==> src/rtl/fir3_pkg.sv <==
// fir3_pkg: shared constants for the 3-tap FIR and its inverse.
// Both ends take their default coefficients from here.
package fir3_pkg;

   localparam int X_W   = 8;
   localparam int Y_W   = 18;
   localparam int ACC_W = Y_W + 2;

   localparam int R1_SHIFT = 1;
   localparam int R2       = -4;
   localparam int R3       = 7;

   localparam logic [2:0] IDLE = 3'd0;
   localparam logic [2:0] M1   = 3'd1;
   localparam logic [2:0] M2   = 3'd2;
   localparam logic [2:0] M3   = 3'd3;
   localparam logic [2:0] DONE = 3'd4;

endpackage

==> src/rtl/fir3_inverse_mul.sv <==
// mul8x8_reg: signed 8x8 multiplier, registered 16-bit product.
// One cycle latency, synchronous active-high reset.
module mul8x8_reg (
   input  logic               clk,
   input  logic               rst,
   input  logic signed [7:0]  a_i,
   input  logic signed [7:0]  b_i,
   output logic signed [15:0] p_o
);

   logic signed [15:0] p_q;

   always_ff @(posedge clk) begin
      if (rst) begin
         p_q <= '0;
      end else begin
         p_q <= a_i * b_i;
      end
   end

   assign p_o = p_q;

endmodule

==> src/rtl/fir3_inverse.sv <==
// fir3_inverse: recovers FIR input samples from the FIR output stream.
// Define FIR3_INV_SATURATE_EN to clamp instead of wrap the quotient.
module fir3_inverse
   import fir3_pkg::*;
#(
   parameter int X_W      = fir3_pkg::X_W,
   parameter int Y_W      = fir3_pkg::Y_W,
   parameter int R1_SHIFT = fir3_pkg::R1_SHIFT,
   parameter int R2       = fir3_pkg::R2,
   parameter int R3       = fir3_pkg::R3
) (
   input  logic                  clk,
   input  logic                  rst,
   input  logic                  in_valid,
   input  logic signed [Y_W-1:0] y_in,
   output logic                  in_ready,
   output logic                  out_valid,
   output logic signed [X_W-1:0] x_out,
   output logic                  inexact,
   output logic                  sat,
   output logic                  overrun
);

   localparam int ACC_W = Y_W + 2;

   localparam logic signed [7:0] R2_C = 8'(R2);
   localparam logic signed [7:0] R3_C = 8'(R3);

   localparam logic signed [ACC_W-1:0] XMAX =
      ACC_W'((1 <<< (X_W - 1)) - 1);
   localparam logic signed [ACC_W-1:0] XMIN =
      ACC_W'(-(1 <<< (X_W - 1)));
   localparam logic [ACC_W-1:0] IMASK =
      ACC_W'((1 << R1_SHIFT) - 1);

   logic [2:0]              state_q, state_d;
   logic signed [Y_W-1:0]   y_q;
   logic signed [X_W-1:0]   x_out_q, x_d1_q, x_d2_q;
   logic signed [ACC_W-1:0] acc_q;
   logic                    out_valid_q, inexact_q;
   logic                    sat_q, overrun_q;

   logic signed [7:0]       mul_a, mul_b;
   logic signed [15:0]      prod;
   logic signed [ACC_W-1:0] q;
   logic                    q_hi, q_lo;
   logic signed [X_W-1:0]   x_fit;

   // M1 forms x[n-1]*R2; every other cycle it forms x[n-2]*R3
   assign mul_a = (state_q == M1) ? x_d1_q : x_d2_q;
   assign mul_b = (state_q == M1) ? R2_C : R3_C;

   mul8x8_reg u_mul (
      .clk (clk),
      .rst (rst),
      .a_i (mul_a),
      .b_i (mul_b),
      .p_o (prod)
   );

   assign q    = acc_q >>> R1_SHIFT;
   assign q_hi = (q > XMAX);
   assign q_lo = (q < XMIN);

`ifdef FIR3_INV_SATURATE_EN
   assign x_fit = q_hi ? XMAX[X_W-1:0] :
                  q_lo ? XMIN[X_W-1:0] : q[X_W-1:0];
`else
   assign x_fit = q[X_W-1:0];
`endif

   assign in_ready = (state_q == IDLE);

   always_comb begin
      state_d = state_q;
      unique case (state_q)
         IDLE:    if (in_valid) state_d = M1;
         M1:      state_d = M2;
         M2:      state_d = M3;
         M3:      state_d = DONE;
         DONE:    state_d = IDLE;
         default: state_d = IDLE;
      endcase
   end

   always_ff @(posedge clk) begin
      if (rst) begin
         state_q     <= IDLE;
         y_q         <= '0;
         x_out_q     <= '0;
         x_d1_q      <= '0;
         x_d2_q      <= '0;
         acc_q       <= '0;
         out_valid_q <= 1'b0;
         inexact_q   <= 1'b0;
         sat_q       <= 1'b0;
         overrun_q   <= 1'b0;
      end else begin
         state_q     <= state_d;
         out_valid_q <= 1'b0;
         if (in_valid && !in_ready) overrun_q <= 1'b1;
         unique case (state_q)
            IDLE: if (in_valid) y_q <= y_in;
            M2:   acc_q <= ACC_W'(y_q) - ACC_W'(prod);
            M3:   acc_q <= acc_q - ACC_W'(prod);
            DONE: begin
               x_out_q     <= x_fit;
               out_valid_q <= 1'b1;
               inexact_q   <= |(acc_q & IMASK);
               sat_q       <= q_hi | q_lo;
               x_d2_q      <= x_d1_q;
               x_d1_q      <= x_fit;
            end
            default: ;
         endcase
      end
   end

   assign out_valid = out_valid_q;
   assign x_out     = x_out_q;
   assign inexact   = inexact_q;
   assign sat       = sat_q;
   assign overrun   = overrun_q;

endmodule

==> config.mk <==
export PLATFORM = sky130hd
export DESIGN_NAME = fir3_inverse
export DESIGN_NICKNAME = d
export VERILOG_FILES = /design/src/rtl/fir3_pkg.sv /design/src/rtl/fir3_inverse_mul.sv /design/src/rtl/fir3_inverse.sv
export SDC_FILE = /design/constraint.sdc
export NUM_CORES = 1
export LEC_CHECK = 0
export BUFFER_PORTS_ARGS = -buffer_cell sky130_fd_sc_hd__buf_2
export CAP_MARGIN = 20
export CORE_MARGIN = 5
export CORE_UTILIZATION = 50
export CTS_BUF_LIST = sky130_fd_sc_hd__clkbuf_8 sky130_fd_sc_hd__clkbuf_16
export DETAILED_ROUTE_END_ITERATION = 10
export PLACE_DENSITY = 0.71
export SYNTH_ARGS = -nofsm -noshare
export SYNTH_HDL_FRONTEND = slang
export SYNTH_SLANG_ARGS = --single-unit
==> constraint.sdc <==
create_clock -name clk -period 14.6 [get_ports clk]
set_clock_uncertainty 0.2 [all_clocks]
set_input_delay 0.73 -clock clk [delete_from_list [all_inputs] [get_ports clk]]
set_output_delay 0.73 -clock clk [all_outputs]
set_load 0.005 [all_outputs]
==> impl_metrics.toml <==
[timing]
drv_slew = 0
fmax_ghz = 0.169
hold_viol = 0
final.period_utilization_pct = 40.6
max_slew_margin_pct = 49.8
setup_viol = 0
tightest_slew_ns = 0.753
final.min_clock_period_ns = 5.93
rsz0062_at_grt = "no"
fin_setup_tns_ns = 0

[floorplanning]
core_area_sq_um = 12700
start_util_pct = 51.5
io_pins = 34
die_y_um = 125
die-area_sq_um = 15500
rows = 41
die_w_um = 125

[detailed_routing]
wl_per_cell_um = 15.3
drt_iter0_markers = 350
ant_nets = 0
dr.pass1.iters = 7
vias = 5504
drc = 0
via_per_inst = 5.44
drt-total-wl_um = 15400

[placement]
routabilityCongestion = 0.898
io_buffers = 33
placed_area_sq_um = 6840
hpwl_um = 12100

[cts]
cts_resized = 0
cts_made_buffers = 9
cts_buffer_depth = 2
hold_buffers = 0
cts_setup_buffers = 0
clk_latency_ns = 0.34
cts.sinks = 77
cts-root-buf = "clkbuf_16"
clkSlewWorstSetupHoldPaths_ns = 0.06
cts_tree = "built"
htree_levels = 3

[run]
drv_cap = 0

[final_layout]
finalCoreUtilization_pct = 56.0
nets = 965
fillers = 1239
final_area_sq_um = 7120
antenna_cells = 0
syn2layout_area_growth_pct = 8.61
drive_gt1_share_pct = 7.51

[worst_setup_path]
crit_type = "reg2reg"
cp.arrival_ns = 5.92
cpLargestDelayFamily = "adder cells"
path_cells = "nor3b_2 -> inv_1 -> and2_1 -> or2_2 -> fa_1 -> inv_1 -> fa_1 -> inv_1 -> fa_1 -> inv_1 -> fa_1 -> inv_1 -> ha_1 -> a2111o_1 -> a311o_1 -> a21oi_1 -> xnor2_1 -> nor2_1"
crit_top_cell = "inv_1"
start_kind = "register"
end_kind = "register"
critPathMaxFanout = 17
critical_path_buf_inv_count = 5
crit_slowest_cell = "fa_1"
critPathMaxStageDelay_ns = 0.53
required_ns = 14.59

[power]
static-leakage-power_nw = 3.28
ir_drop_uv = 57.4
p_per_area_nw_per_um2 = 111
p_total_uw = 792

[grt]
track_usage_pct = 20.2
grt_max_degree = 72
overflow = 0
grt_pass1_wl_um = 26400
antenna_found_initial = 0
grt_pass1_vias = 5477

[synth]
synth_top_cell_area_share_pct = 23.5
synth_ff_type = "dfxtp_1"
yosys-top-cells-area = "dfxtp_1 (24%), ha_1 (14%), fa_1 (12%)"
yosys.area.top_type = "dfxtp_1"
synthArstFlopShare_pct = 0
yosysSeqAreaShare_pct = 23.5
synth_area_per_cell_sq_um = 8.01
yosys_register_bits = 77
synth_cells = 819
synthDistinctLibCells = 59
synth-edff-count = 0
ys_warn_count = 0
synth_area_sq_um = 6560

[status]
outcome = "finished, final reports clean"

[worst_hold_path]
hold_path_class = "reg2reg"
through the flow:
step | setup WS (ns) | hold slack [ns] | std cells
2_1_floorplan | 9.17 | 0.232 | 820
3_3_place_gp | 8.77 | 0.239 | 996
3_5_place_dp | 8.66 | 0.245 | 996
4_1_cts | 8.67 | 0.253 | 1011
5_1_grt | 8.27 | 0.275 | 1011
6_report | 8.67 | 0.249 | 1011
synthesized netlist by cell type (all sizes together) (6+ instances only):
master and count:
and2 17, o21ai 26, dfxtp 77, nor2b 16, o21a 13, nor4 9
ha 71, nor3 17, xnor2 22, nor2 63, or2 6, nand3 10
a21oi 82, clkbuf 28, a211oi 12, fa 38, inv 97, a21o 11
nand4 6, nand2b 9, xor2 14, nand2 103
worst register-to-register path: stages, from the launching register on:
cell and delay [ns]:
dfxtp_1 0.48, nor3b_2 0.52, inv_1 0.36, and2_1 0.29
or2_2 0.31, fa_1 0.53, inv_1 0.05, fa_1 0.47
inv_1 0.05, fa_1 0.52, inv_1 0.05, fa_1 0.52
inv_1 0.04, ha_1 0.34, a2111o_1 0.41, a311o_1 0.27
a21oi_1 0.18, xnor2_1 0.13, nor2_1 0.06
final timing paths:
check                                 from            end  slack, ns  cells past startpoint
worst max-delay path            state_q[0]  u_mul.p_o[15]       8.67                     18
worst min-delay path             x_d2_q[4]      x_d2_q[4]       0.25                      2
worst max register to register  state_q[0]  u_mul.p_o[15]       8.67                     18
worst min register to register   x_d2_q[4]      x_d2_q[4]       0.25                      2
flip-flops by register name, indices dropped and copies added (netlist names):
signal / count
u_mul.p_o: 16
sat: 1
acc_q: 20
overrun: 1
x_d2_q: 8
out_valid: 1
x_d1_q: 8
y_q: 18
inexact: 1
state_q: 3
placed cells by master (no fill, tap or decap), types with 6 or more instances in the layout:
master and n:
fa_1 38, nor2b_1 15, nor2_1 63, nand2_1 103, nand3_1 10, ha_1 71, nor4_1 9, dfxtp_1 77
xor2_1 14, a21oi_1 82, nor3_1 17, o21a_1 13, or2_2 6, buf_2 33, clkbuf_16 9, o21ai_0 26
and2_1 17, a21o_1 11, a211oi_1 11, inv_1 98, nand2b_1 9, nand4_1 6, xnor2_1 22
layer usage:
metal	global-route usage [%]	share of wire, %	vias to the layer above
li1	-	-	2822
met1	27.3	47	2563
met2	34.1	48	100
met3	2.02	3.7	19
met4	6.32	1.8	0
met5	0	0	-
area by class of cell:
cell class                 count  area (sq um)  area share [%]
multi-input combinational    615          4540            63.7
sequential                    77          1540            21.6
inverter                      97           364            5.11
clock buffer                   9           225            3.16
tap                          172           215            3.02
timing repair buffer          35           180            2.53
clock inverter                 6          56.3           0.791
power by group:
| part | internal, mW | switching (mW) | total [mW] |
|---|---|---|---|
| sequential | 0.227 | 0.0148 | 0.242 |
| clock | 0.130 | 0.0885 | 0.218 |
| combinational | 0.135 | 0.197 | 0.331 |
kinds of logic after synthesis:
logic type / share of synthesized area (%)
AOI/OAI and AO/OA: 20.0
buffers and inverters: 7.33
xor gates and xnor gates: 4.81
DFF: 23.5
adders and majority gates: 25.1
muxes: 0.153
and+or+nand+nor: 19.0
other: 0.0572
Note: power is estimated with default switching activity, not from simulation.
